File: config.mk
export PLATFORM = sky130hd
export DESIGN_NAME = hazard_fwd_ctrl
export DESIGN_NICKNAME = d
export VERILOG_FILES = /design/src/rtl/hazard_fwd_ctrl.sv
export SDC_FILE = /design/constraint.sdc
export NUM_CORES = 1
export LEC_CHECK = 0
export ABC_AREA = 1
export CAP_MARGIN = 20
export CORE_MARGIN = 2
export CORE_UTILIZATION = 45
export DETAILED_ROUTE_END_ITERATION = 8
export PLACE_DENSITY = 0.84
export SETUP_SLACK_MARGIN = 0.3
export SLEW_MARGIN = 20
export SYNTH_ARGS = -nofsm -noshare
export SYNTH_HDL_FRONTEND = slang
export SYNTH_SLANG_ARGS = --single-unit
File: constraint.sdc
create_clock -name clk -period 5.24 [get_ports clk]
set_clock_uncertainty 0.1 [all_clocks]
set_input_delay 1.572 -clock clk [delete_from_list [all_inputs] [get_ports clk]]
set_output_delay 1.572 -clock clk [all_outputs]
set_load 0.02 [all_outputs]
File: src/rtl/hazard_fwd_ctrl.sv
// Hazard and forwarding controller for the 5-stage core: EX/ID forward selects,
// load-use and branch stalls, and a fixed-latency divide stall sequencer.
//
// state    | meaning
// ---------+----------------------------------------------------------
// IDLE     | no divide in flight; div_start launches one
// DIV_BUSY | divide held in EX; stalls while cnt!=0, done when cnt==0
module hazard_fwd_ctrl #(
    parameter int AW         = 5,
    parameter int DIV_CYCLES = 32,
    parameter int CNT_W      = 6
) (
    input  logic          clk,
    input  logic          resetn,
    input  logic [AW-1:0] id_rs,
    input  logic [AW-1:0] id_rt,
    input  logic          id_branch,
    input  logic [AW-1:0] ex_rs,
    input  logic [AW-1:0] ex_rt,
    input  logic [AW-1:0] ex_wreg,
    input  logic          ex_regwrite,
    input  logic          ex_memtoreg,
    input  logic [AW-1:0] mem_wreg,
    input  logic          mem_regwrite,
    input  logic          mem_memtoreg,
    input  logic [AW-1:0] wb_wreg,
    input  logic          wb_regwrite,
    input  logic          div_start,
    input  logic          exc_flush,
    output logic [1:0]    fwd_ae,
    output logic [1:0]    fwd_be,
    output logic          fwd_ad,
    output logic          fwd_bd,
    output logic          stall_f,
    output logic          stall_d,
    output logic          stall_e,
    output logic          flush_e,
    output logic          flush_m,
    output logic          div_busy,
    output logic          div_done
);

    localparam logic [0:0] IDLE     = 1'b0;
    localparam logic [0:0] DIV_BUSY = 1'b1;

    localparam logic [1:0] FWD_RF  = 2'b00;
    localparam logic [1:0] FWD_WB  = 2'b01;
    localparam logic [1:0] FWD_MEM = 2'b10;

    localparam logic [AW-1:0]    REG_ZERO = '0;
    localparam logic [CNT_W-1:0] CNT_ZERO = '0;
    localparam logic [CNT_W-1:0] CNT_ONE  = CNT_W'(1);
    localparam logic [CNT_W-1:0] DIV_LOAD = CNT_W'(DIV_CYCLES - 1);

    logic [0:0]       state_q, state_d;
    logic [CNT_W-1:0] cnt_q, cnt_d;

    logic lwstall;
    logic brstall;
    logic divstall;
    logic cnt_zero;

    function automatic logic [1:0] fwd_sel(input logic [AW-1:0] src);
        logic [1:0] sel;
        sel = FWD_RF;
        if (src != REG_ZERO && mem_regwrite && mem_wreg == src)
            sel = FWD_MEM;
        else if (src != REG_ZERO && wb_regwrite && wb_wreg == src)
            sel = FWD_WB;
        return sel;
    endfunction

    always_comb begin
        fwd_ae = fwd_sel(ex_rs);
        fwd_be = fwd_sel(ex_rt);
        fwd_ad = (id_rs != REG_ZERO) && mem_regwrite && (mem_wreg == id_rs);
        fwd_bd = (id_rt != REG_ZERO) && mem_regwrite && (mem_wreg == id_rt);
    end

    always_comb begin
        lwstall = ex_memtoreg && (ex_wreg != REG_ZERO)
                  && ((ex_wreg == id_rs) || (ex_wreg == id_rt));
        brstall = id_branch
                  && ((ex_regwrite && (ex_wreg != REG_ZERO)
                       && ((ex_wreg == id_rs) || (ex_wreg == id_rt)))
                   || (mem_memtoreg && (mem_wreg != REG_ZERO)
                       && ((mem_wreg == id_rs) || (mem_wreg == id_rt))));
    end

    assign cnt_zero = (cnt_q == CNT_ZERO);
    assign divstall = ((state_q == IDLE) && div_start)
                      || ((state_q == DIV_BUSY) && !cnt_zero);

    // Divide stall freezes EX, so a concurrent load-use bubble must not be injected.
    always_comb begin
        stall_f = 1'b0;
        stall_d = 1'b0;
        stall_e = 1'b0;
        flush_e = 1'b0;
        flush_m = 1'b0;
        if (!exc_flush) begin
            stall_f = divstall | lwstall | brstall;
            stall_d = divstall | lwstall | brstall;
            stall_e = divstall;
            flush_m = divstall;
            flush_e = (lwstall | brstall) & ~divstall;
        end
    end

    always_comb begin
        state_d = state_q;
        cnt_d   = cnt_q;
        if (exc_flush) begin
            state_d = IDLE;
            cnt_d   = CNT_ZERO;
        end else begin
            case (state_q)
                IDLE: begin
                    if (div_start) begin
                        state_d = DIV_BUSY;
                        cnt_d   = DIV_LOAD;
                    end
                end
                DIV_BUSY: begin
                    if (cnt_zero) begin
                        state_d = IDLE;
                    end else begin
                        cnt_d = cnt_q - CNT_ONE;
                    end
                end
                default: begin
                    state_d = IDLE;
                    cnt_d   = CNT_ZERO;
                end
            endcase
        end
    end

    always_ff @(posedge clk or negedge resetn) begin
        if (!resetn) begin
            state_q <= IDLE;
            cnt_q   <= CNT_ZERO;
        end else begin
            state_q <= state_d;
            cnt_q   <= cnt_d;
        end
    end

    assign div_busy = (state_q == DIV_BUSY);
    assign div_done = (state_q == DIV_BUSY) && cnt_zero && !exc_flush;

endmodule
### Word-level counts from Yosys, hierarchy flattened

Cells that the tools add are included.

| cells by class | value |
|---|---|
| bitwise gates (word level) | 6 |
| shifts and indexed selects | 0 |
| reduce and logical (&&, ||, !) cells | 37 |
| mux-type cells | 15 |
| order comparisons | 0 |
| add/sub/neg operators | 1 |
| divide/modulo/power cells | 0 |
| equal/unequal tests | 10 |
| multiply operators | 0 |

Operator list:

| operator | number |
|---|---|
| 5-bit equality test | 8 |
| 5-bit nonzero test | 6 |
| 1-bit logical AND | 23 |
| 6-bit 2-to-1 mux | 3 |
| 6-bit case mux with 2 select lines | 1 |
| 1-bit 2-to-1 mux | 8 |
| 6-bit zero test | 1 |
| 3-bit != test, second input constant | 2 |
| 6-bit by 1-bit subtractor with 6-bit output, second input constant | 1 |
| 1-bit logical OR | 4 |
| 2-bit 2-to-1 mux | 2 |
| 1-bit bitwise OR | 3 |
| 1-bit zero test | 2 |
| 1-bit inverter | 2 |
| 1-bit case mux with 2 select lines | 1 |
| 2-bit AND reduction | 1 |
| 1-bit bitwise AND | 1 |

| word-level totals | value |
|---|---|
| latch bits | 0 |
| memories | 0 |
| output and inout port bits | 13 |
| logic and storage cells | 71 |
| flip-flop bits (word level) | 7 |
| memory bits (writable) | 0 |
| memory bits (read-only) | 0 |

### Logic depth before layout (Yosys ltp)

Gate-level depths: netlist (run 1).

| logic depth | value |
|---|---|
| word-level depth | 8 |
| depth in mapped cells | 12 |

### Worst setup path before layout (run 1)

OpenSTA, ideal clock, no wires.

| timing | value |
|---|---|
| path type | input -> output |
| from | input mem_wreg[2] |
| to | output stall_f |
| slack | 1018 ps |
| path buffers | 2 |
| arrival | 2550 ps |
| stages | 10 |
| required time | 3568 ps |
| cell sequence | buf_4 -> nor3_1 -> nand3_1 -> nand3_1 -> inv_1 -> nand2_2 -> nand2_1 -> nand2_1 -> nand2_1 -> buf_4 |

| between the ends | value |
|---|---|
| cells in the longest elaborated chain, start to end | 7 |
| elaborated cells on any way between the ends | 10 |
| those cells by class | 2 x eq/ne; 1 x mux; 1 x bitwise; 6 x reduce/logical |

Ends and longest elaborated chain:

| element | RTL line | source |
|---|---|---|
| from (decl) | 23 | `input logic [AW-1:0] mem_wreg,` |
| 5-bit equality test / 5-bit nonzero test (equally long branches) | 87, 86 |  |
| 1-bit logical OR / 1-bit logical AND (equally long branches) | 87, 86 |  |
| 1-bit logical AND (*) | 87 | `&& ((mem_wreg == id_rs) \|\| (mem_wreg == id_rt))));` |
| 1-bit logical OR (*) | 86 | `\|\| (mem_memtoreg && (mem_wreg != REG_ZERO)` |
| 1-bit logical AND (*) | 84 | `&& ((ex_regwrite && (ex_wreg != REG_ZERO)` |
| 1-bit bitwise OR (*) | n/a |  |
| 1-bit 2-to-1 mux (*) | n/a |  |
| to (decl) | 34 | `output logic stall_f,` |

Every way passes the cells marked *; elsewhere a longest branch is shown, timed or not.

### Final worst setup path (run 1)

| timing | value |
|---|---|
| from | input mem_wreg[0] |
| to | output fwd_ad |

| between the ends | value |
|---|---|
| cells in the longest elaborated chain, start to end | 2 |

Ends and longest elaborated chain:

| element | RTL line | source |
|---|---|---|
| 5-bit equality test | 76 | `fwd_ad = (id_rs != REG_ZERO) && mem_regwrite && (mem_wreg == id_rs);` |
| 1-bit logical AND | 76 |  |
| to (decl) | 32 | `output logic fwd_ad,` |

No other way between the ends.

==> results of run 1 <==
==> power by group through the flow <==
stage	registers (mW)	clock network, mW	logic [mW]
floorplan	0.0702	0	0.0835
global placement	0.0706	0	0.150
detailed placement	0.0708	0	0.151
CTS	0.0699	0.0532	0.150
global route	0.0712	0.0548	0.169
finish	0.0702	0.0497	0.150
==> cells in the final DEF, fill, tap and decap left out, types with 2 or more instances in the layout <==
master | Yosys | final
xnor2_1 | 10 | 10
nand2_2 | 4 | 4
a21oi_1 | 4 | 4
xor2_1 | 5 | 5
nor2_1 | 19 | 19
inv_1 | 28 | 28
nand4_1 | 5 | 5
nor3_2 | 2 | 2
clkbuf_4 | 0 | 3
nand2_1 | 78 | 78
inv_2 | 7 | 7
clkdlybuf4s50_1 | 0 | 48
nor2_2 | 7 | 7
o21ai_0 | 3 | 3
clkbuf_2 | 0 | 3
nor3_1 | 4 | 4
o22ai_1 | 4 | 4
dfrtp_1 | 7 | 7
ha_1 | 2 | 2
nor4_1 | 2 | 2
nand3_1 | 11 | 11
dlygate4sd2_1 | 0 | 6
nand3_2 | 3 | 3
a211oi_1 | 2 | 2
==> critical path, stage by stage <==
cell and delay, ns:
clkdlybuf4s50_1 0.58, inv_2 0.09, nand2_1 0.06, nand2_1 0.05, nor2_1 0.14, nand3_2 0.10
a211oi_1 0.19, dlygate4sd2_1 0.37
==> layout make-up <==
class	instances	area share (%)
Tap cell	30	2.05
Sequential cell	7	9.57
Clock buffer	4	1.44
Timing Repair Buffer	58	30.3
Inverter	36	7.45
Multi-Input combinational cell	173	49.1
==> state kept, by name, summed over array words and instances (netlist names) <==
signal and flops:
div_busy 1, cnt_q 6
==> what timing repair did <==
item | CTS | global route
endpoints found under the setup margin | 9 | 3
hold buffers | 0 | 0
resized for setup | 9 | 6
==> logic make-up after synthesis <==
| family | count (synthesis) |
|---|---|
| simple gates | 140 |
| buf+inv | 39 |
| compound gates | 16 |
| xor+xnor | 15 |
| flops | 7 |
| fa+ha+maj | 2 |
==> final timing paths <==
| check | startpoint | endpoint | slack (ns) | cells past startpoint |
|---|---|---|---|---|
| max in group asynchronous | resetn | cnt_q[2]$_DFFE_PN0P_ | 3.35 | 1 |
| worst min register to register | cnt_q[1]$_DFFE_PN0P_ | cnt_q[1]$_DFFE_PN0P_ | 0.41 | 2 |
| worst max-delay path | mem_wreg[0] | fwd_ad | 0.42 | 8 |
| min in group asynchronous | resetn | div_busy$_DFF_PN0_ | 1.47 | 1 |
| worst max register to register | cnt_q[0]$_DFFE_PN0P_ | cnt_q[3]$_DFFE_PN0P_ | 3.80 | 9 |
| worst min-delay path | cnt_q[1]$_DFFE_PN0P_ | cnt_q[1]$_DFFE_PN0P_ | 0.41 | 2 |
==> routing by layer <==
| layer | part of all wire (%) | up-vias | track usage [%] |
|---|---|---|---|
| li1 | - | 802 | - |
| met1 | 48 | 653 | 37.0 |
| met2 | 43 | 55 | 40.7 |
| met3 | 8.3 | 2 | 3.23 |
| met4 | 0.54 | 0 | 5.10 |
| met5 | 0 | - | 0 |
==> metrics by stage <==
step | hold WS, ns | power [mW] | instance area [um2] | worst slack [ns] | cells
3_3_place_gp | 0.385 | 0.221 | 1830 | 0.0961 | 304
2_1_floorplan | 0.369 | 0.154 | 1230 | 1.02 | 219
3_5_place_dp | 0.397 | 0.222 | 1830 | 0.0640 | 304
5_1_grt | 0.441 | 0.295 | 1830 | 0.327 | 308
6_report | 0.409 | 0.269 | 1830 | 0.418 | 308
4_1_cts | 0.413 | 0.273 | 1840 | 0.331 | 308
==> results.md, run 1 <==
- Result of the run: finished, final reports clean
- Number of storage elements in the synthesis netlist: 7
- Number of antenna cells inserted: 0
- Average footprint of a synthesized cell: 5.63 um2
- Post-detailed-placement half-perimeter wirelength: 3150 um
- Launching element type of the critical path: primary input
- Clock H-tree levels: 1
- Fraction of synthesized cell area taken by the top area cell type: 23.7%
- Post-route fraction of the period consumed by the critical path: 92.0%
- Filler instances: 238
- Via density per instance: 4.91
- Drt pass-1 iters: 4
- Mux contribution to synthesized area: 0%
- Remaining antenna violation count after routing: 0
- Wire length of the first global-routing pass: 6530 um
- Reg power frac: 26.0%
- Count of boundary I/O pins: 58
- Most used standard cells in the synthesized netlist: nand2_1 (78), inv_1 (28), nor2_1 (19)
- Worst setup path category: in -> out
- Synthesized-area fraction occupied by ao, oa, aoi and oai cells: 8.11%
- Static leakage: 0.951 nW
- Timing-limited maximum frequency: 207 MHz
- Number of buffer cells added on primary ports: 57
- Switching Share: 40.1%
- EDFF count, synth: 0
- Maximum vdd drop: 0.206 mV
- Global-route congestion overflow total: 0
- Setup repair after global routing missed its margin: no
- # DRC: 0
- Number of library cell types mapped by synthesis: 30
- Area taken by flip-flops and latches: 175 um2
- Endpoint type of the worst setup path: output pin
- Placer congestion estimate: 0.962
- Initial standard-cell utilization of the core: 48.5%
- Footprint of the multi-input gates: 900 um2
- Simple-gate share of the synthesized area: 52.1%
- Average wire length per cell after detail routing: 12.0 um
- Final Hold Viols: 0
- Mapped Area: 1230 um2
- Worst-skew pair later-pin latency: 0.25 ns
- Async set-or-reset flop fraction in the synthesized netlist: 100%
- GRT Util Overall: 25.6%
- Post-Route Utilization: 71.9%
- Total power per unit cell area: 147 nW/um2
- Detailed-route via count: 1,512
- Core Box Area: 2540 um2
- Post-synthesis to final-layout area growth: 48.4%
- Clock Sinks: 7
- Combinational family with the most area after synthesis: simple AND/OR/NAND/NOR gates
- Die Y: 56.4 um
- Post-Syn Instances: 219
- TritonCTS clock tree: built
- Most frequently used flop master after synthesis: dfrtp_1
- Fraction of the yosys area taken by sequential cells: 14.2%
- Floorplan die width: 56.4 um
- Clock transition at the registers of the reported paths: 0.05 ns
- Number of warnings printed during yosys synthesis: 0
- Max-slew violation count: 0
- Overall die area: 3180 um2
- Placement row count: 18
- Post-synthesis net count: 266
- Share of total power in combinational logic: 55.5%
- Cell accounting for the most synthesized area: nand2_1
- Worst hold-check path type: reg -> reg
- Adder-cell area share of the yosys netlist: 2.03%
- Net switching component of the power: 0.108 mW
- Max-capacitance violation count: 0
- Arrival time of the worst setup path: 3.15 ns
- Top fanout value on the critical path: 6
- Number of global-route vias before repair: 1,430
- Dominant cells by area after synthesis: nand2_1 (24%), dfrtp_1 (14%), inv_1 (8.5%)
- CTS Buffer Depth: 2
- Setup-violating endpoint count in the final report: 0
- Internal power consumption: 0.161 mW
- Root buffer cell: clkbuf_4
- Starting DRC count in detailed routing: 87
- Count of nets after finishing: 326
- Data required, critical path: 3.57 ns
- DRT Wirelength: 3700 um
- Pin count of the biggest net entering global routing: 10
- Most instantiated library cell after synthesis: nand2_1
- Clock network fraction of total power: 18.4%
- Min Tclk post-route: 4.82 ns
- Slew margin rel.: 80.0%
- Antenna violations before repair: 0
- Post-synthesis xor/xnor area fraction: 10.6%
- Least-Margin Pin Slew: 0.297 ns
- Clock buffers created by TritonCTS: 3
- Sum of negative setup slack: 0 ns
- Proportion of layout cells with a drive suffix above 1: 12.6%
- Setup bufs post-CTS: 0
(Power assumes the default switching activity.)
==> inputs of run 2 (changes only) <==
PLACE_DENSITY = 0.87   (was 0.84)
==> run 2 against run 1 <==
  * Routed wire length is 4.1% lower
  * Utilization is 0.15 points higher
  * Combinational power hardly changed
  * Sequential share of layout area hardly changed
  * Critical path type unchanged
  * Worst setup slack worse by 0.051 ns
  * Power is 0.83% lower
  * Die area stayed put
  * Fmax is 1.0% lower
==> results.md, run 2 (synthesis gave the netlist of run 1 again) <==
- Number of antenna cells inserted: 0 (unchanged)
- Cell Count, Final, Fillers Out: 307 (-0.32%)
- Setup-violating endpoint count in the final report: 0 (unchanged)
- Start point of the critical path: mem_wreg[3]
- Minimum setup slack among reg-to-reg paths: 3.78 ns (-0.02 ns)
- Placement row count: 18 (unchanged)
- Core Box Area: 2540 um2 (unchanged)
- Sum of negative setup slack: 0 ns (unchanged)
- Setup bufs post-CTS: 0 (unchanged)
- Flip-flop count of the largest register, all copies and words added: 6 (unchanged)
- Clock H-tree levels: 1 (unchanged)
- Depth of the worst register-to-register path: 9 (unchanged)
- Maximum vdd drop: 0.170 mV (-18%)
- Count of placed standard cells including taps: 303 (-0.33%)
- Cell-by-cell listing of the critical path: clkdlybuf4s50_1 > inv_2 > nand2_2 > nand2_1 > nor2_2 > nand3_2 > nand2_2 > nand2_2 > nand2_1 > nand2_1 > nand2_1 > dlygate4sd2_1
- Detailed-route via count: 1,499 (-0.86%)
- Endpoint of the worst setup timing path: stall_d
- Global-route congestion overflow total: 0 (unchanged)
- Largest reg by FF count: cnt_q
- Post-route fraction of the period consumed by the critical path: 93.0% (+0.97 points)
- Pin count of the biggest net entering global routing: 10 (unchanged)
- Stages on the worst setup path: 12 (+4)
- Starting DRC count in detailed routing: 74 (-15%)
- Drt pass-1 iters: 4 (unchanged)
- Post-synthesis to final-layout area growth: 48.7%
- Timing-limited maximum frequency: 205 MHz (-1.0%)
- Via density per instance: 4.88 (-0.54%)
- Largest stage delay on the critical path: 0.57 ns (about the same)
- Root buffer cell: clkbuf_4
- Number of global-route vias before repair: 1,383 (-3.3%)
- Endpoint type of the worst setup path: output pin
- Placer congestion estimate: 0.919 (-4.5%)
- Die Y: 56.4 um (unchanged)
- GRT Util Overall: 23.3% (-2.3 points)
- Max-capacitance violation count: 0 (unchanged)
- Most repeated library cell on the critical path: nand2_1
- Number of buffer cells added on primary ports: 57 (unchanged)
- DRT Wirelength: 3550 um (-4.1%)
- Final Hold Viols: 0 (unchanged)
- Overall die area: 3180 um2 (unchanged)
- Proportion of layout cells with a drive suffix above 1: 11.6% (-1.0 points)
- Filler instances: 238 (unchanged)
- Static leakage: 0.964 nW (+1.3%)
- Setup repair after global routing missed its margin: yes
- Number of buffer and inverter stages on the critical path: 3 (unchanged)
- Critical register-to-register path endpoint: cnt_q[1]$_DFFE_PN0P_
- Cell with the largest stage delay on the worst path: clkdlybuf4s50_1
- Floorplan die width: 56.4 um (unchanged)
- Commonest non-fill, non-tap cells in the layout: nand2_1 (78), clkdlybuf4s50_1 (48), inv_1 (28)
- Launching element type of the critical path: primary input
- Slew margin rel.: 79.5% (-0.50 points)
- Count of boundary I/O pins: 58 (unchanged)
- Clock transition at the registers of the reported paths: 0.05 ns (about the same)
- Worst-skew pair later-pin latency: 0.25 ns (about the same)
- Average wire length per cell after detail routing: 11.5 um (-3.8%)
- Arrival time of the worst setup path: 3.20 ns (+0.05 ns)
- Hold-fix buffers, CTS: 0 (unchanged)
- # DRC: 0 (unchanged)
- TritonCTS clock tree: built
- Initial standard-cell utilization of the core: 48.5% (unchanged)
- CTS Buffer Depth: 2 (unchanged)
- Post-detailed-placement half-perimeter wirelength: 3000 um (-4.6%)
- Fin Hold WS: 0.417 ns (+0.00786 ns)
- Top fanout value on the critical path: 5 (-1)
- Count of nets after finishing: 325 (-0.31%)
- Commonest non-fill, non-tap cell in the layout: nand2_1
- Clock Sinks: 7 (unchanged)
- Total power per unit cell area: 146 nW/um2 (-1.0%)
- Remaining antenna violation count after routing: 0 (unchanged)
- Wire length of the first global-routing pass: 6070 um (-7.1%)
- Antenna violations before repair: 0 (unchanged)
- Kind of cell adding the most delay to the critical path: buffers and inverters
- Data required, critical path: 3.57 ns (about the same)
- Max-slew violation count: 0 (unchanged)
- Clock buffers created by TritonCTS: 3 (unchanged)
- Worst hold-check path type: reg -> reg
- Min Tclk post-route: 4.87 ns (+0.0506 ns)
- Worst setup path category: in -> out
- Least-Margin Pin Slew: 0.306 ns (+0.00924 ns)
- Result of the run: finished, final reports clean
- Reg2reg start: cnt_q[0]$_DFFE_PN0P_
-- run 2: cell count changes in the layout (fill, tap and decap cells not counted) --
cell            delta
buf_4              -1
dlygate4sd2_1      +1
dlymetal6s2s_1     +1
clkbuf_2           -2
-- run 2: worst min-delay path by stage --
stage                                    start              endpoint  cells after the start
after floorplan           cnt_q[1]$_DFFE_PN0P_  cnt_q[1]$_DFFE_PN0P_                      2
after global placement    cnt_q[1]$_DFFE_PN0P_  cnt_q[1]$_DFFE_PN0P_                      2
after detailed placement  cnt_q[1]$_DFFE_PN0P_  cnt_q[1]$_DFFE_PN0P_                      2
after CTS                 cnt_q[1]$_DFFE_PN0P_  cnt_q[1]$_DFFE_PN0P_                      2
after global routing      cnt_q[1]$_DFFE_PN0P_  cnt_q[1]$_DFFE_PN0P_                      2
final                     cnt_q[1]$_DFFE_PN0P_  cnt_q[1]$_DFFE_PN0P_                      2
-- run 2: per-layer routing --
metal	up-vias	track usage, %	share of wire (%)
li1	804	-	-
met1	652	31.8	46
met2	43	38.2	47
met3	0	3.46	7.1
met4	0	6.12	0
met5	-	0	0
-- run 2: repair_timing --
action	4_1_cts	5_1_grt
hold endpoints to repair	0	0
endpoints found under the setup margin	8	4
resized for setup	8	3
-- run 2: power by group --
group          switching (mW)  internal, mW
Combinational          0.0780        0.0710
Sequential            0.00878        0.0615
Clock                  0.0189        0.0290
-- run 2: final cells by class --
class / instances / area (um2) / share of cell area [%]
Inverter: 36 / 136 / 7.44
Clock buffer: 4 / 26.3 / 1.43
Tap cell: 30 / 37.5 / 2.05
Sequential cell: 7 / 175 / 9.55
Multi-Input combinational cell: 173 / 900 / 49.0
Timing Repair Buffer: 57 / 559 / 30.5
-- run 2: through the flow --
step / worst slack [ns] / utilization [%] / total power [mW] / cell area (um2)
2_1_floorplan: 1.02 / - / 0.154 / 1230
3_3_place_gp: 0.0798 / 71.5 / 0.219 / 1820
3_5_place_dp: 0.0921 / 71.5 / 0.221 / 1820
4_1_cts: 0.336 / 72.1 / 0.270 / 1840
5_1_grt: 0.194 / 72.1 / 0.291 / 1830
6_report: 0.367 / 72.1 / 0.267 / 1830
-- run 2: worst min-delay path, delay by kind of cell, from the launching register on --
kind | cells | cell delay (ns)
simple gates | 2 | 0.13
flops | 1 | 0.36
